==> config.mk <==
export PLATFORM = sky130hd
export DESIGN_NAME = ahb_dec2
export DESIGN_NICKNAME = d
export VERILOG_FILES = /design/src/rtl/ahb_dec2.sv
export SDC_FILE = /design/constraint.sdc
export NUM_CORES = 1
export LEC_CHECK = 0
export ABC_CLOCK_PERIOD_IN_PS = 2100
export CORE_AREA = 2 2 39 41
export CTS_BUF_LIST = sky130_fd_sc_hd__clkbuf_8
export CTS_CLUSTER_SIZE = 30
export DETAILED_ROUTE_END_ITERATION = 10
export DIE_AREA = 0 0 41 43
export PLACE_DENSITY = 0.73
export SKIP_LAST_GASP = 1
export SLEW_MARGIN = 20
export SYNTH_ARGS = -nofsm -noshare
export SYNTH_HDL_FRONTEND = slang
export SYNTH_SLANG_ARGS = --single-unit
export TNS_END_PERCENT = 100
==> constraint.sdc <==
create_clock -name hclk -period 2.1 [get_ports hclk]
set_input_delay 0.315 -clock hclk [delete_from_list [all_inputs] [get_ports hclk]]
set_output_delay 0.315 -clock hclk [all_outputs]
set_load 0.02 [all_outputs]
==> src/rtl/ahb_dec2.sv <==
// AHB-Lite 2-slave address decoder with data-phase select register and a
// built-in default slave that answers unmapped active transfers with ERROR.
module ahb_dec2 #(
    parameter int              AW      = 32,
    parameter logic [AW-1:0]   S0_BASE = 32'h0000_0000,
    parameter logic [AW-1:0]   S0_MASK = 32'hF000_0000,
    parameter logic [AW-1:0]   S1_BASE = 32'h1000_0000,
    parameter logic [AW-1:0]   S1_MASK = 32'hF000_0000
) (
    input  logic          hclk,
    input  logic          hresetn,
    input  logic [AW-1:0] haddr,
    input  logic [1:0]    htrans,
    input  logic          hready,
    output logic          hsel0,
    output logic          hsel1,
    output logic          dsel0,
    output logic          dsel1,
    output logic          dseldef,
    output logic          def_hreadyout,
    output logic          def_hresp
);

    typedef enum logic [1:0] {
        ST_IDLE = 2'b00,
        ST_ERR1 = 2'b01,
        ST_ERR2 = 2'b10
    } state_t;

    logic   match0, match1, nomatch, err_req;
    state_t state, state_nxt;

    // Slave 0 wins where the two regions overlap.
    assign match0  = ((haddr & S0_MASK) == S0_BASE);
    assign match1  = ((haddr & S1_MASK) == S1_BASE);
    assign hsel0   = match0;
    assign hsel1   = match1 & ~match0;
    assign nomatch = ~match0 & ~match1;

    // Only NONSEQ/SEQ transfers to unmapped space earn an ERROR response.
    assign err_req = hready & nomatch & htrans[1];

    // Reset selects the default slave so the bus sees a ready OKAY out of reset.
    always_ff @(posedge hclk or negedge hresetn) begin
        if (!hresetn) begin
            dsel0   <= 1'b0;
            dsel1   <= 1'b0;
            dseldef <= 1'b1;
        end else if (hready) begin
            dsel0   <= hsel0;
            dsel1   <= hsel1;
            dseldef <= nomatch;
        end
    end

    always_ff @(posedge hclk or negedge hresetn) begin
        if (!hresetn) state <= ST_IDLE;
        else          state <= state_nxt;
    end

    always_comb begin
        state_nxt = ST_IDLE;
        case (state)
            ST_IDLE: state_nxt = err_req ? ST_ERR1 : ST_IDLE;
            ST_ERR1: state_nxt = ST_ERR2;
            ST_ERR2: state_nxt = err_req ? ST_ERR1 : ST_IDLE;
            default: state_nxt = ST_IDLE;
        endcase
    end

    always_comb begin
        def_hreadyout = 1'b1;
        def_hresp     = 1'b0;
        case (state)
            ST_ERR1: begin
                def_hreadyout = 1'b0;
                def_hresp     = 1'b1;
            end
            ST_ERR2: begin
                def_hreadyout = 1'b1;
                def_hresp     = 1'b1;
            end
            default: begin
                def_hreadyout = 1'b1;
                def_hresp     = 1'b0;
            end
        endcase
    end

endmodule

==> impl_results.md <==
* Fraction of layout cells with a size suffix above 1 at 0.209
* Setup TNS at 0 ps
* Top cells by area, synth: dfrtp_1 36%, ha_1 23%, dfstp_2 9.5%
* Total core area at 1380 um2
* Initial Utilization at 0.200
* CTS root buf: clkbuf_8
* Drt total wl at 501 um
* Critical Setup Path Class: in -> out
* GRT Total Usage at 0.0657
* Commonest cells post-synth: 5 x ha_1, 4 x dfrtp_1, 3 x inv_1
* Crit share post-route at 0.961
* Yosys top cell by area: dfrtp_1
* CP arrival at 1700 ps
* Pin count of the biggest net entering global routing at 7
* CP endpoint kind: primary output
* Number of port buffers at 14
* Post-synth EDFFs at 0
* Dominant cell by count in the synthesized netlist: ha_1
* Peak supply drop at 0.216 mV
* Die area at 1760 um2
* Avg Inst Size Synth at 12.0 um2
* CTS tree: built
* Ys flop type: dfrtp_1
* Tmin final at 2020 ps
* CTS H-tree lvls at 1
* Reg2reg path depth at 4
* Fin. max-slew vios at 0
* Status: finished, final reports clean
* Fill cells at 151
* Sequential element share of the synthesized area at 0.457
* Fmax at 495 MHz
* Num CTS Buffers at 3
* Ant diodes at 0
* Routed WL per cell at 8.49 um
* Via Count at 225
* Vias in the first global route at 195
* Post-synth net total at 65
* DR iter-0 viols at 0
* Io pins at 44
* Number of max-cap violations at 0
* Worst Clk Skew at 0.0568 ps
* Die width at 41 um
* Gpl congestion at 0.599
* Top cell type's share of synthesized area at 0.362
* Count of final hold-check violations at 0
* DRT Pass-1 Iters at 1
* First-pass GRT wire length at 738 um
* Mapped Area at 277 um2
* Yosys Warn Count at 0
* Total gr overflow at 0
* Clock tree buffer depth at 2
* HP Class: in -> async
* Register bit total from synthesis at 5
* Slew margin rel. at 0.851
* Pwr/cell area at 671 nW/um2
* Reg clk slew, reported paths at 40 ps
* Initial antenna violation count at 0
* Rows at 14
* Synth async-reset ratio at 1.00
* CP Max Fanout at 2
* Clock sink count at 5
* CP required at 1780 ps
* Inst Count DP at 55
* Clock Latency Late Sink at 210 ps
* Layout area overhead at 80.5%
* RSZ-0062 raised after global routing: no
* Worst-margin pin slew at 221 ps
* Die span in y at 43 um
* Routed Antenna Nets at 0
* CP startpoint kind: input pin
* Non-Filler Instances at 59
* Setup-failing EPs final at 0
* Mapped Cells at 23
* Netlist cell types at 14
* Lkg Pwr at 0.000238 uW
* Dpl hpwl at 409 um
* Fin nets at 86
* DR vias/cell at 3.81
* Drc violations at 0
where the power goes:
group | internal, uW | switching (uW)
Sequential | 103 | 3.75
Clock | 125 | 44.2
Combinational | 32.9 | 26.2
Total | 261 | 74.2
routing by layer:
layer / vias to the layer above / wire length [um] / global-route usage / share of wire
met2: 9 / 223 / 0.0813 / 0.45
met4: 0 / 0 / 0.0600 / 0
met1: 99 / 209 / 0.0789 / 0.42
met5: - / 0 / 0 / 0
li1: 117 / - / - / -
met3: 0 / 67 / 0.0314 / 0.13
final cells by class:
class,instances,area [um2],area share
multi-input cells,15,139,0.278
clock inverters,1,3.75,0.00752
inverters,3,11.3,0.0226
repair buffers,16,158,0.316
well taps,16,20.0,0.0401
flip-flops and latches,5,126,0.253
clock buffers,3,41.3,0.0827
sequential cells by signal, summed over array words and instances, names as in the netlist:
signal   count
dsel0        1
dsel1        1
dseldef      1
state        2
cell families after synthesis:
kind of cell	Yosys count	share of synthesized area
buffers and inverters	3	0.0407
AOI/OAI and AO/OA	3	0.0769
and+or+nand+nor	6	0.158
DFF	5	0.457
muxes	1	0.0407
adders and majority gates	5	0.226
critical path, stage by stage:
cell,delay (ps)
clkdlybuf4s50_1,440
nor3_2,210
and2_1,140
clkdlybuf4s50_1,590
cells in the final DEF (no fill, tap or decap):
cell type and instances:
nor4_2 1, dlymetal6s2s_1 1, nor2_1 1, mux2_2 1
a31o_1 1, dfstp_2 1, o211ai_1 1, ha_1 5
clkdlybuf4s50_1 13, nor2b_1 1, clkbuf_8 3, inv_1 4
nor3_1 1, a21oi_1 1, and2_1 1, buf_4 2
dfrtp_1 4, nor3_2 1
through the flow:
stage	cell area, um2	total power (uW)	utilization	hold slack, ps	setup WS (ps)
3_3_place_gp	452	168	0.326	482	46.8
5_1_grt	499	353	0.361	339	22.8
3_5_place_dp	452	168	0.326	486	67.1
4_1_cts	497	340	0.359	315	51.6
6_report	499	335	0.361	312	81.7
2_1_floorplan	277	131	-	19.4	931
final timing paths:
check	start	end	slack, ps
min in group hclk	dseldef	dseldef	490
setup reg to reg	state[0]	state[0]	1080
hold reg to reg	dseldef	dseldef	490
max in group asynchronous	hresetn	dseldef	1540
hold / removal	hresetn	dsel0	310
setup / recovery	haddr[29]	hsel1	80
timing repair:
action | in CTS | in global routing
hold buffers | 0 | 0
setup endpoints to repair | 0 | 1
setup buffers | 0 | 0
resized for setup | 0 | 1
Note: power is estimated with default switching activity, not from simulation.
==> patch (same flow settings) <==
Re-encode `state_t` (3 states) as one-hot, 3 bits wide.
--- a/src/rtl/ahb_dec2.sv
+++ b/src/rtl/ahb_dec2.sv
@@ -21,10 +21,10 @@
     output logic          def_hresp
 );
 
-    typedef enum logic [1:0] {
-        ST_IDLE = 2'b00,
-        ST_ERR1 = 2'b01,
-        ST_ERR2 = 2'b10
+    typedef enum logic [2:0] {
+        ST_IDLE = 3'b001,
+        ST_ERR1 = 3'b010,
+        ST_ERR2 = 3'b100
     } state_t;
 
     logic   match0, match1, nomatch, err_req;
Behaviour: same outputs for any inputs over 10 cycles, from zero or initial values and one cycle with hresetn low; not proved beyond that.
==> patch against the unedited design <==
  * Die area did not move
  * Synthesized cell count fell by 4.3%
  * Fmax rose by 4.2%
  * Cell area rose by 0.25%
  * First-iteration DRC count rose by 2
  * Critical path depth fell by 1
  * Power rose by 4.0%
  * Combinational power fell by 9.0%
  * Sequential cell count rose by 1
  * Setup slack improved by 0.080 ns
  * Sequential power rose by 21%
  * Area after synthesis fell by 0.45%
  * Wire length rose by 24%
  * Highest routed layer unchanged
==> patch: results (changes against the unedited design) <==
status: "finished clean"
drt_pass1_iterations: 2  # +1
grtUsageMet2_pct: 9.375  # +1.2 points
multi_input_area_share_pct: 23.00  # -4.8 points
nMultiInputCombCells: 14  # -1
largest_reg_flops: 3  # +1
multi_input_area_um2: 115.1  # -17%
htreeDepth: 1  # unchanged
peakVddDrop_v: 0.0003202  # +48%
wl_um: 623  # +24%
synth_common_cells: "dfrtp_1 (4), dfstp_2 (2), inv_1 (2), mux2_2 (2), nor2_1 (2)"
finClkSkew_ns: 0.00005923  # +0.000002470 ns
clkCellAreaFrac_pct: 8.250  # -0.77 points
syn_avg_cell_area_um2: 12.51  # +4.1%
antenna_found_initial: 0  # unchanged
final_nets: 81  # -5.8%
routed-wl-met2_um: 257  # +15%
drt_first_iter_violations: 2  # +2
syn-num-nets: 59  # -9.2%
pre_cts_slack_ns: -0.02250  # -0.08959 ns
tightest_slew_ns: 0.3913  # +0.1698 ns
synth_fa_ha_area_share_pct: 0  # -23 points
place_congestion: 0.6519  # +8.8%
postPlaceCellArea_um2: 457.9  # +1.4%
ys_seq_area_share_pct: 55.45  # +9.8 points
use_met3_pct: 1.571  # -1.6 points
grt_max_degree: 7  # unchanged
cp_top_family: "buffers and inverters"
crit_fanout: 3  # +1
yosys-mux-area-fraction_pct: 8.182  # +4.1 points
numPortBuffers: 14  # unchanged
layout.nonclk_buf_share_pct: 32.75  # +1.2 points
layout-drive-gt1-share_pct: 28.57  # +7.6 points
inverters: 2  # -1
synth_compound_area_share_pct: 7.727  # +0.035 points
grtUsageTotal_pct: 8.215  # +1.6 points
grt_pass1_vias: 244  # +25%
synth_cell_type_count: 15  # +1
synth_area_leaders: "dfrtp_1 (36%), dfstp_2 (19%), mux2_2 (8.2%)"
fin_cells: 58  # -1.7%
max_stage_delay_ns: 0.54  # -0.05 ns
clk_pin_slew_worst_paths_ns: 0.03
grt_pass1_wl_um: 910  # +23%
top_register: "state"
wl_met3_um: 56  # -16%
cellLeakagePower_nw: 0.2248  # -5.7%
routed-via-count: 229  # +1.8%
seq_cell_count: 6  # +1
wl_met1_um: 308  # +47%
fillerInstances: 142  # -6.0%
seq_share_pct: 30.50  # +5.2 points
grt_use_met1_pct: 10.96  # +3.1 points
buffers_excl_clock: 17  # +1
synthXorXnorAreaFrac_pct: 6.364  # +6.4 points
==> patch: timing repair <==
item                                    in CTS  in global routing
endpoints found under the setup margin       1                  1
pin swaps                                    0                  0
gates resized for setup                      1                  1
gates cloned                                 0                  0
==> patch: power by group <==
part           internal [W]  switching (W)  total (W)
registers          0.000125     0.00000460   0.000129
clock network      0.000123      0.0000429   0.000165
logic             0.0000307      0.0000231  0.0000538
==> patch: worst paths after layout <==
kind / startpoint / slack [ns] / cells past startpoint / end
worst max-delay path: state[2]$_DFF_PN0_ / 0.16 / 3 / def_hreadyout
worst min-delay path: hresetn / 0.33 / 1 / dsel1$_DFFE_PN0P_
worst max register to register: state[0]$_DFF_PN1_ / 1.11 / 2 / state[1]$_DFF_PN0_
worst min register to register: dseldef$_DFFE_PN1P_ / 0.48 / 2 / dseldef$_DFFE_PN1P_
max in group asynchronous: hresetn / 1.51 / 1 / state[0]$_DFF_PN1_
min in group hclk: dseldef$_DFFE_PN1P_ / 0.48 / 2 / dseldef$_DFFE_PN1P_
